[src/rtl/fixed_point_iterative_pkg.sv]
// rtl/fixed_point_iterative_pkg.sv - shared state encodings and saturation helper for fixed-point iterative blocks
package fixed_point_iterative_pkg;

  // Compute sequence of the complex multiplier, one state per real product
  typedef enum logic [1:0] {
    IDLE = 2'd0,
    AABB = 2'd1,
    ARBR = 2'd2,
    ACBC = 2'd3
  } cmul_state_e;

  // Shared shift-add multiplier sequence
  typedef enum logic [1:0] {
    MUL_IDLE = 2'd0,
    MUL_CALC = 2'd1,
    MUL_DONE = 2'd2
  } mul_state_e;

  // Working width of the clamp helper; callers sign-extend into it
  localparam int SAT_W = 128;

  // Clamp a signed value into the two's complement range of a w-bit word
  function automatic logic signed [SAT_W-1:0] sat_clamp(input logic signed [SAT_W-1:0] v,
                                                        input int w);
    logic signed [SAT_W-1:0] hi;
    logic signed [SAT_W-1:0] lo;
    hi = $signed(({{(SAT_W-1){1'b0}}, 1'b1} << (w - 1)) - {{(SAT_W-1){1'b0}}, 1'b1});
    lo = ~hi;
    if (v > hi) begin
      sat_clamp = hi;
    end else if (v < lo) begin
      sat_clamp = lo;
    end else begin
      sat_clamp = v;
    end
  endfunction

endpackage

[src/rtl/fixed_point_iterative_Multiplier.sv]
// rtl/fixed_point_iterative_Multiplier.sv - iterative signed fixed-point multiplier, one partial product per cycle
module fixed_point_iterative_Multiplier
  import fixed_point_iterative_pkg::*;
#(
  parameter int n = 32,
  parameter int d = 16
) (
  input  logic         clk,
  input  logic         reset,
  input  logic         recv_val,
  output logic         recv_rdy,
  input  logic [n-1:0] a,
  input  logic [n-1:0] b,
  output logic         send_val,
  input  logic         send_rdy,
  output logic [n-1:0] c
);

  localparam int CNT_W = (n > 2) ? $clog2(n) : 1;
  localparam logic [CNT_W-1:0] LAST = CNT_W'(n - 1);

  mul_state_e       state_q, state_d;
  logic [2*n-1:0]   acc_q, acc_d;
  logic [2*n-1:0]   mcand_q, mcand_d;
  logic [n-1:0]     mplier_q, mplier_d;
  logic [CNT_W-1:0] cnt_q, cnt_d;
  logic             unused_acc_bits;

  // Shift-add sequence; the MSB of the multiplier has negative weight, so its partial product is subtracted
  always_comb begin
    state_d  = state_q;
    acc_d    = acc_q;
    mcand_d  = mcand_q;
    mplier_d = mplier_q;
    cnt_d    = cnt_q;
    case (state_q)
      MUL_IDLE: begin
        if (recv_val) begin
          acc_d    = '0;
          mcand_d  = {{n{a[n-1]}}, a};
          mplier_d = b;
          cnt_d    = '0;
          state_d  = MUL_CALC;
        end
      end
      MUL_CALC: begin
        if (mplier_q[0]) begin
          acc_d = (cnt_q == LAST) ? (acc_q - mcand_q) : (acc_q + mcand_q);
        end
        mcand_d  = mcand_q << 1;
        mplier_d = mplier_q >> 1;
        cnt_d    = cnt_q + CNT_W'(1);
        if (cnt_q == LAST) begin
          state_d = MUL_DONE;
        end
      end
      MUL_DONE: begin
        if (send_rdy) begin
          state_d = MUL_IDLE;
        end
      end
      default: state_d = MUL_IDLE;
    endcase
  end

  // Multiplier state registers
  always_ff @(posedge clk or negedge reset) begin
    if (!reset) begin
      state_q  <= MUL_IDLE;
      acc_q    <= '0;
      mcand_q  <= '0;
      mplier_q <= '0;
      cnt_q    <= '0;
    end else begin
      state_q  <= state_d;
      acc_q    <= acc_d;
      mcand_q  <= mcand_d;
      mplier_q <= mplier_d;
      cnt_q    <= cnt_d;
    end
  end

  assign recv_rdy = (state_q == MUL_IDLE);
  assign send_val = (state_q == MUL_DONE);
  // Dropping d fraction LSBs of the exact product floors it; keeping n bits above wraps it
  assign c        = acc_q[d +: n];
  assign unused_acc_bits = ^{acc_q[d-1:0], acc_q[2*n-1:d+n]};

endmodule

[src/rtl/fixed_point_iterative_complex_multiplier_mode.sv]
// rtl/fixed_point_iterative_complex_multiplier_mode.sv - complex multiply (optionally by conjugate) over one shared iterative multiplier
module fixed_point_iterative_complex_multiplier_mode
  import fixed_point_iterative_pkg::*;
#(
  parameter int n   = 32,
  parameter int d   = 16,
  parameter int SAT = 0
) (
  input  logic         clk,
  input  logic         reset,
  input  logic         recv_val,
  output logic         recv_rdy,
  input  logic [n-1:0] ar,
  input  logic [n-1:0] ac,
  input  logic [n-1:0] br,
  input  logic [n-1:0] bc,
  input  logic         conj,
  output logic         send_val,
  input  logic         send_rdy,
  output logic [n-1:0] cr,
  output logic [n-1:0] cc
);

  localparam int CW = n + 2;

  cmul_state_e state_q, state_d;
  logic [n-1:0] ar_q, ar_d, ac_q, ac_d, br_q, br_d, bc_q, bc_d;
  logic [n-1:0] p0_q, p0_d, p1_q, p1_d, p2_q, p2_d;
  logic [n-1:0] cr_q, cr_d, cc_q, cc_d;
  logic         p2_done_q, p2_done_d;
  logic         res_valid_q, res_valid_d;

  logic         mul_recv_val, mul_recv_rdy_unused, mul_send_val;
  logic [n-1:0] mul_a, mul_b, mul_c;

  logic [n-1:0]            p2_now;
  logic signed [CW-1:0]    p0_x, p1_x, p2_x, cr_w, cc_w;
  logic signed [SAT_W-1:0] cr_clamp, cc_clamp;
  logic [n-1:0]            cr_next, cc_next;
  logic                    acbc_done, res_free, send_fire;
  logic                    unused_clamp_bits;

  // Operand pair fed to the shared multiplier in each product state (pre-adds wrap at n bits)
  always_comb begin
    mul_a = '0;
    mul_b = '0;
    case (state_q)
      AABB: begin
        mul_a = ar_q + ac_q;
        mul_b = br_q + bc_q;
      end
      ARBR: begin
        mul_a = ar_q;
        mul_b = br_q;
      end
      ACBC: begin
        mul_a = ac_q;
        mul_b = bc_q;
      end
      default: ;
    endcase
  end

  // A parked P2 must not launch another multiplication while waiting for the result register
  assign mul_recv_val = (state_q != IDLE) && !p2_done_q;

  fixed_point_iterative_Multiplier #(
    .n (n),
    .d (d)
  ) u_mul (
    .clk      (clk),
    .reset    (reset),
    .recv_val (mul_recv_val),
    .recv_rdy (mul_recv_rdy_unused),
    .a        (mul_a),
    .b        (mul_b),
    .send_val (mul_send_val),
    .send_rdy (1'b1),
    .c        (mul_c)
  );

  // Final combine at n+2 bits so neither difference can overflow before wrap or clamp
  always_comb begin
    p2_now   = p2_done_q ? p2_q : mul_c;
    p0_x     = $signed({{2{p0_q[n-1]}}, p0_q});
    p1_x     = $signed({{2{p1_q[n-1]}}, p1_q});
    p2_x     = $signed({{2{p2_now[n-1]}}, p2_now});
    cr_w     = p1_x - p2_x;
    cc_w     = p0_x - p1_x - p2_x;
    cr_clamp = sat_clamp($signed({{(SAT_W-CW){cr_w[CW-1]}}, cr_w}), n);
    cc_clamp = sat_clamp($signed({{(SAT_W-CW){cc_w[CW-1]}}, cc_w}), n);
    cr_next  = (SAT != 0) ? cr_clamp[n-1:0] : cr_w[n-1:0];
    cc_next  = (SAT != 0) ? cc_clamp[n-1:0] : cc_w[n-1:0];
  end

  assign unused_clamp_bits = ^{cr_clamp[SAT_W-1:n], cc_clamp[SAT_W-1:n]};

  assign send_fire = res_valid_q && send_rdy;
  assign res_free  = !res_valid_q || send_rdy;
  assign acbc_done = (state_q == ACBC) && (mul_send_val || p2_done_q);

  // Compute sequence and result register; a draining result frees the register in the same cycle
  always_comb begin
    state_d     = state_q;
    ar_d        = ar_q;
    ac_d        = ac_q;
    br_d        = br_q;
    bc_d        = bc_q;
    p0_d        = p0_q;
    p1_d        = p1_q;
    p2_d        = p2_q;
    p2_done_d   = p2_done_q;
    cr_d        = cr_q;
    cc_d        = cc_q;
    res_valid_d = send_fire ? 1'b0 : res_valid_q;
    case (state_q)
      IDLE: begin
        if (recv_val) begin
          ar_d    = ar;
          ac_d    = ac;
          br_d    = br;
          bc_d    = conj ? -bc : bc;
          state_d = AABB;
        end
      end
      AABB: begin
        if (mul_send_val) begin
          p0_d    = mul_c;
          state_d = ARBR;
        end
      end
      ARBR: begin
        if (mul_send_val) begin
          p1_d    = mul_c;
          state_d = ACBC;
        end
      end
      ACBC: begin
        if (acbc_done) begin
          if (res_free) begin
            cr_d        = cr_next;
            cc_d        = cc_next;
            res_valid_d = 1'b1;
            p2_done_d   = 1'b0;
            state_d     = IDLE;
          end else if (!p2_done_q) begin
            p2_d      = mul_c;
            p2_done_d = 1'b1;
          end
        end
      end
      default: state_d = IDLE;
    endcase
  end

  // Top-level state registers
  always_ff @(posedge clk or negedge reset) begin
    if (!reset) begin
      state_q     <= IDLE;
      ar_q        <= '0;
      ac_q        <= '0;
      br_q        <= '0;
      bc_q        <= '0;
      p0_q        <= '0;
      p1_q        <= '0;
      p2_q        <= '0;
      p2_done_q   <= 1'b0;
      cr_q        <= '0;
      cc_q        <= '0;
      res_valid_q <= 1'b0;
    end else begin
      state_q     <= state_d;
      ar_q        <= ar_d;
      ac_q        <= ac_d;
      br_q        <= br_d;
      bc_q        <= bc_d;
      p0_q        <= p0_d;
      p1_q        <= p1_d;
      p2_q        <= p2_d;
      p2_done_q   <= p2_done_d;
      cr_q        <= cr_d;
      cc_q        <= cc_d;
      res_valid_q <= res_valid_d;
    end
  end

  assign recv_rdy = (state_q == IDLE);
  assign send_val = res_valid_q;
  assign cr       = cr_q;
  assign cc       = cc_q;

endmodule
[config.mk]
export PLATFORM = sky130hd
export DESIGN_NAME = fixed_point_iterative_complex_multiplier_mode
export DESIGN_NICKNAME = d
export VERILOG_FILES = /design/src/rtl/fixed_point_iterative_pkg.sv /design/src/rtl/fixed_point_iterative_Multiplier.sv /design/src/rtl/fixed_point_iterative_complex_multiplier_mode.sv
export SDC_FILE = /design/constraint.sdc
export NUM_CORES = 1
export LEC_CHECK = 0
export ABC_CLOCK_PERIOD_IN_PS = 6260
export BUFFER_PORTS_ARGS = -buffer_cell sky130_fd_sc_hd__buf_4
export CAP_MARGIN = 20
export CORE_ASPECT_RATIO = 1.25
export CORE_MARGIN = 2
export CORE_UTILIZATION = 50
export CTS_CLUSTER_DIAMETER = 80
export DETAILED_ROUTE_END_ITERATION = 16
export PLACE_DENSITY = 0.74
export SYNTH_ARGS = -nofsm -noshare
export SYNTH_HDL_FRONTEND = slang
export SYNTH_SLANG_ARGS = --single-unit
[constraint.sdc]
create_clock -name clk -period 6.26 [get_ports clk]
set_input_delay 1.878 -clock clk [delete_from_list [all_inputs] [get_ports clk]]
set_output_delay 1.878 -clock clk [all_outputs]
set_load 0.05 [all_outputs]
==> impl_metrics.tcl, run 1 <==
set metrics [dict create \
    outcome "finished, final reports clean" \
    fin_setup_tns_ns 0 \
    syn_area_um2 28850 \
    synthTopCellsByArea "dfrtp_1 (37%), ha_1 (9.2%), mux2_2 (6.5%)" \
    cp_top_family "simple AND/OR/NAND/NOR gates" \
    async_flop_share 1.000 \
    holdBufCountCts 0 \
    syn-num-nets 3432 \
    critPathLaunchType "flop" \
    critPathCaptureType "flop" \
    synthCells 3052 \
    crit_path_cell_trace "or3_4, or3_1, or4_4, nor4b_1, a41oi_1, xnor2_1, ha_1, a21o_1, a21o_1, a21o_1, a2111o_1, o211ai_2, a21boi_1" \
    combPwrFrac 0.628 \
    synth-seq-cells 427 \
    drv_slew 0 \
    finClkSkew_ns 0.02776 \
    wl_per_cell_um 17.42 \
    setup_viol 0 \
    relSlewSlack 0.2433 \
    fin_nets 3548 \
    ir_drop_mv 0.3267 \
    nFillCells 5083 \
    antennaDiodeCount 0 \
    ant_nets 0 \
    switching_share 0.4657 \
    cp_data_required_time_ns 6.78 \
    row_count 98 \
    cts_sinks 427 \
    vias_per_cell 5.827 \
    antenna_found_initial 0 \
    p_int_mw 10.81 \
    crit_top_cell "a21o_1" \
    synth_top_cell_by_area "dfrtp_1" \
    cts_tree "built" \
    ioPinCount 199 \
    clockBufferDepth 3 \
    synthFlopType "dfrtp_1" \
    cellPowerDensity_nw_per_um2 621.8 \
    root_buffer "clkbuf_16" \
    clkLatencyLatePin_ns 0.60 \
    p_switching_mw 9.420 \
    fin_crit_ns 5.219 \
    die_h_um 272.6 \
    cts_resized 0 \
    h-tree-depth 2 \
    drtIter0Drc 1511 \
    grt_pass1_vias 23040 \
    synth_edf_count 0 \
    pwr-share-seq 0.237 \
    worstMarginPinSlew_ns 1.129 \
    grt_max_degree 124 \
    first_pass_iters 5 \
    post_cts_buffers 0 \
    grt_overflow_total 0 \
    path_class "reg -> reg" \
    numCtsBuffers 45 \
    die_width_um 218.9 \
    synth_top_area_share 0.3704 \
    leakage_nw 14.75 \
    max_stage_delay_ns 0.79 \
    hold_viol 0 \
    ys_types 86 \
    core_um2 57140 \
    grt_util_all_layers 0.2338 \
    yosysSeqAreaShare 0.3704 \
    cp_data_arrival_time_ns 5.74 \
    hp-class "reg -> reg" \
    initial_core_util 0.5049 \
    grt_pass1_wl_mm 115.0 \
    die_area_um2 59650 \
    max-cap-violations 0 \
    post_synth.cell_area_avg_um2 9.453 \
    vias 23040 \
    critPathBufInv 0 \
    hold_slack_ns 0.4776 \
    drive_gt1_frac 0.1642 \
    drc 0 \
    path_clk_slew_ns 0.06 \
    port_buffers 198 \
    hpwl_mm 50.99 \
    gp_congestion 0.9247 \
    clockPowerShare 0.135 \
    min_period_over_period 0.8336 \
    fmax_mhz 191.6 \
    ys_warn_count 0 \
    totalWireLength_mm 68.88 \
    cpMaxStageDelayCell "nor4b_1" \
    area_growth_pct 12.76 \
    crit_path_max_fanout 8 \
    rsz0062_at_grt "no" \
]
==> cell type report <==
type | instances | area (um2) | share of cell area
Clock buffer | 56 | 1239 | 0.03808
Timing Repair Buffer | 223 | 1757 | 0.05400
Multi-Input combinational cell | 2340 | 17140 | 0.5268
Inverter | 131 | 491.7 | 0.01512
Sequential cell | 427 | 10690 | 0.3285
Clock inverter | 27 | 280.3 | 0.008615
Tap cell | 750 | 938.4 | 0.02885
==> worst paths after layout <==
check | slack [ns] | from | endpoint | depth (start not counted)
max | 1.04 | u_mul.mcand_q[14] | u_mul.acc_q[47] | 13
min | 0.48 | cr[10] | cr[10] | 2
max reg2reg | 1.04 | u_mul.mcand_q[14] | u_mul.acc_q[47] | 13
min reg2reg | 0.48 | cr[10] | cr[10] | 2
max in group asynchronous | 3.73 | reset | br_q[27] | 2
min in group asynchronous | 1.40 | reset | cr[2] | 1
==> sequential cells by signal (all words and copies together), names as in the netlist <==
signal and flops:
p1_q 32, cc 32, send_val 1, u_mul.cnt_q 5, u_mul.mplier_q 32, br_q 32, p2_done_q 1, u_mul.acc_q 48
ar_q 32, u_mul.state_q 2, bc_q 32, p0_q 32, p2_q 32, state_q 2, ac_q 32, u_mul.mcand_q 48
cr 32
==> metrics by stage <==
step	setup slack [ns]	area, um2	total power [mW]	utilization	cells
floorplan	1.866	28850	14.61	-	3052
global placement	1.307	30990	17.19	0.5424	3870
detailed placement	1.194	30990	17.40	0.5424	3870
CTS	1.175	32510	20.23	0.5690	3953
global route	0.7021	32530	22.10	0.5693	3954
finish	1.041	32530	20.23	0.5693	3954
==> logic make-up after synthesis <==
family / synth area share
adders and majority gates: 0.1162
muxes: 0.07832
buffers and inverters: 0.03721
AOI/OAI and AO/OA: 0.2103
xor gates and xnor gates: 0.07017
DFF: 0.3704
and+or+nand+nor: 0.1174
==> worst min-delay path, stage by stage (launching register included) <==
cell and delay, ns:
dfrtp_1 0.34, nand2_1 0.04, o21ai_0 0.06
==> power groups by stage <==
stage | clock, mW | combinational, mW | sequential (mW)
final | 2.74 | 12.7 | 4.79
after global placement | 0 | 12.4 | 4.77
after detailed placement | 0 | 12.6 | 4.82
after floorplan | 0 | 9.60 | 5.02
after global routing | 2.91 | 14.3 | 4.94
after CTS | 2.80 | 12.7 | 4.77
==> Yosys cell counts (7+ instances only) <==
library cell	number
nor3_1	47
clkbuf_1	124
ha_1	212
nor2b_1	25
or3_1	15
a222oi_1	37
o211ai_1	11
nand4_1	29
dfrtp_1	427
buf_1	27
o32a_1	13
o21ai_0	265
nand2b_1	25
xnor2_1	136
fa_1	35
xor2_1	92
a31oi_1	30
a21boi_0	8
nor4_1	12
o22ai_1	22
a211oi_1	22
o31ai_1	22
nand3_1	57
o21a_1	14
a221o_1	7
and2_1	17
mux2_2	166
nand2_1	285
a21o_1	85
o41ai_1	11
o221a_2	17
nor2_1	152
a21oi_1	252
or4_1	10
o21bai_1	27
a221oi_1	21
inv_1	131
and3_1	18
mux2i_1	39
a211o_1	9
==> layer usage <==
| layer | routed length [um] | part of all wire | GRT usage | vias up |
|---|---|---|---|---|
| met5 | 0 | 0 | 0 | - |
| met4 | 2324 | 0.034 | 0.08286 | 0 |
| met3 | 3361 | 0.049 | 0.03150 | 137 |
| met2 | 33470 | 0.49 | 0.4042 | 561 |
| met1 | 29730 | 0.43 | 0.2992 | 11010 |
| li1 | - | - | - | 11330 |
==> layout by cell type, fill, tap and decap left out, types with 92 or more instances in the layout <==
cell,count
dfrtp_1,426
nand2_1,280
o21ai_0,265
a21oi_1,252
buf_4,216
ha_1,209
mux2_2,166
nor2_1,150
xnor2_1,136
inv_1,131
xor2_1,92
Power figures use the tool's default switching activity.
==> run 2, diff against run 1 <==
- ABC_AREA: unset -> 1
- ABC_CLOCK_PERIOD_IN_PS: 6260 -> 4400
- PLACE_DENSITY: 0.74 -> 0.76
- clock period: 6.26 -> 4.4 ns (I/O delays scaled with it)
==> impl_metrics.tcl, run 2 <==
set metrics [dict create \
    outcome "finished, final reports clean" \
    syn-num-nets 5314 \
    vias 32240 \
    fmax_mhz 247.3 \
    synthTopCellsByArea "dfrtp_1 (32%), nand2_1 (19%), ha_1 (8.0%)" \
    finClkSkew_ns 0.02408 \
    synth-seq-cells 427 \
    yosys-top-cells-count "nand2_1 (1668), inv_1 (592), dfrtp_1 (427)" \
    cpMaxStageDelayCell "fa_1" \
    post_cts_buffers 0 \
    hold_viol 0 \
    critPathCaptureType "flop" \
    async_flop_share 1.000 \
    path_clk_slew_ns 0.06 \
    largest_registers "u_mul.acc_q x48, u_mul.mcand_q x48" \
    ys_warn_count 0 \
    crit_path_max_fanout 32 \
    ioPinCount 199 \
    ir_drop_mv 0.4386 \
    port_buffers 198 \
    synth_top_area_share 0.3229 \
    fin_setup_tns_ns 0 \
    clockBufferDepth 3 \
    fin_nets 5465 \
    setup_viol 0 \
    drv_slew 0 \
    vias_per_cell 5.394 \
    crit_path_cell_trace "inv_2, buf_4, o21ai_0, fa_1, ha_1, nand2_1, inv_1, nand3_1, nor3_1, nand4_1, nand3_1, nor2_1, o31ai_1" \
    crit_top_cell "nand3_1" \
    path_class "reg -> reg" \
    syn_area_um2 33090 \
    clkLatencyLatePin_ns 0.61 \
    hp-class "reg -> reg" \
    rsz0062_at_grt "no" \
    synthCells 4934 \
    ant_nets 0 \
    row_count 105 \
    synth_edf_count 0 \
    area_growth_pct 12.34 \
    fin_area_um2 37170 \
    drc 0 \
    cts_tree "built" \
    leakage_nw 19.47 \
    die_width_um 234.1 \
    drtIter0Drc 2391 \
    first_pass_iters 8 \
    post_dp_cell_area_um2 35500 \
    cp_data_required_time_ns 4.91 \
    max_stage_delay_ns 0.55 \
    hpwl_mm 82.55 \
    cts_sinks 427 \
    drive_gt1_frac 0.08358 \
    fin_crit_ns 4.044 \
    max-cap-violations 0 \
    yosysSeqAreaShare 0.3229 \
    grt_pass1_wl_mm 165.1 \
    grt_util_all_layers 0.3039 \
    antennaDiodeCount 0 \
    grt_pass1_vias 31770 \
    critPathBufInv 3 \
    layout_common_cells "nand2_1 (1665), inv_1 (592), dfrtp_1 (427)" \
    root_buffer "clkbuf_16" \
    synth_most_common_cell "nand2_1" \
    antenna_found_initial 0 \
    worstMarginPinSlew_ns 1.054 \
    wl_per_cell_um 17.33 \
    core_um2 65560 \
    regToRegSetupSlack_ns 0.36 \
    die_h_um 291.6 \
    die_area_um2 68260 \
    grt_overflow_total 0 \
    initial_core_util 0.5047 \
    cp_top_family "simple AND/OR/NAND/NOR gates" \
    post_synth.cell_area_avg_um2 6.706 \
    relSlewSlack 0.2964 \
    totalWireLength_mm 103.6 \
    cp_data_arrival_time_ns 4.55 \
    numCtsBuffers 46 \
    final_common_cell "nand2_1" \
    h-tree-depth 2 \
    grt_max_degree 101 \
    fin_util 0.5670 \
    min_period_over_period 0.9190 \
    cts_resized 0 \
    gp_congestion 1.033 \
    holdBufCountCts 0 \
    ys_types 53 \
    cellPowerDensity_nw_per_um2 832.8 \
    synth_top_cell_by_area "dfrtp_1" \
    critPathLaunchType "flop" \
    synthFlopType "dfrtp_1" \
]
## run 2: cell types whose count changed in the layout (fill, tap and decap cells not counted), sizes merged, moves of 39 or more
cell | before | now
nand2 | 285 | 1683
inv | 133 | 614
xnor2 | 137 | 29
mux2i | 39 | 0
nand3 | 57 | 283
o21ai | 266 | 432
a21o | 85 | 9
mux2 | 166 | 0
nor2 | 152 | 405
## run 2: final timing paths
path / start / end / cells after the start
max in group asynchronous: reset / ac_q[24] / 2
worst max-delay path: p2_done_q / cc[17] / 13
min in group asynchronous: reset / p1_q[4] / 1
worst max register to register: p2_done_q / cc[17] / 13
worst min register to register: p2_q[21] / p2_q[21] / 2
worst min-delay path: p2_q[21] / p2_q[21] / 2
## run 2: cell type report
type | count | area (um2)
multi-input combinational | 3759 | 19560
timing repair buffer | 238 | 1919
inverter | 613 | 2302
tap | 856 | 1071
clock buffer | 61 | 1308
fill | 6502 | 28380
clock inverter | 23 | 326.6
sequential | 427 | 10690
## run 2: kinds of logic after synthesis
kind of cell / share of synthesized area
adder cells (fa/ha/maj): 0.1013
flip-flops: 0.3229
AND/OR/NAND/NOR: 0.3160
AO/OA/AOI/OAI: 0.1437
XOR/XNOR: 0.02938
buffers and inverters: 0.08674
## run 2: report_power, final
part           switching [mW]  internal (mW)  total [mW]
Combinational            13.4           6.48        19.9
Clock                    1.72           2.51        4.23
Sequential               1.36           5.50        6.85
## run 2: stage by stage
stage / setup slack [ns] / cells / hold slack (ns) / power [mW]
after detailed placement: 0.4945 / 5891 / 0.4667 / 26.49
after CTS: 0.4389 / 5975 / 0.4826 / 30.86
final: 0.3565 / 5977 / 0.4767 / 30.96
after global routing: 0.09574 / 5977 / 0.4993 / 33.64
after global placement: 0.5021 / 5891 / 0.4560 / 26.33
after floorplan: 1.124 / 4934 / 0.4422 / 20.65
## run 2: per-layer routing
layer	part of all wire	track usage	routed length [um]
met1	0.41	0.3626	42090
met2	0.50	0.5449	51950
met3	0.041	0.03105	4279
met4	0.051	0.1383	5277
met5	0	0	0
## run 2: worst register-to-register path: cells and delay by family (launching register included)
kind                       cells  cell delay [ns]
and+or+nand+nor                6             1.33
adders and majority gates      2             0.96
AOI/OAI and AO/OA              2             0.71
DFF                            1             0.54
buffers and inverters          3             0.41
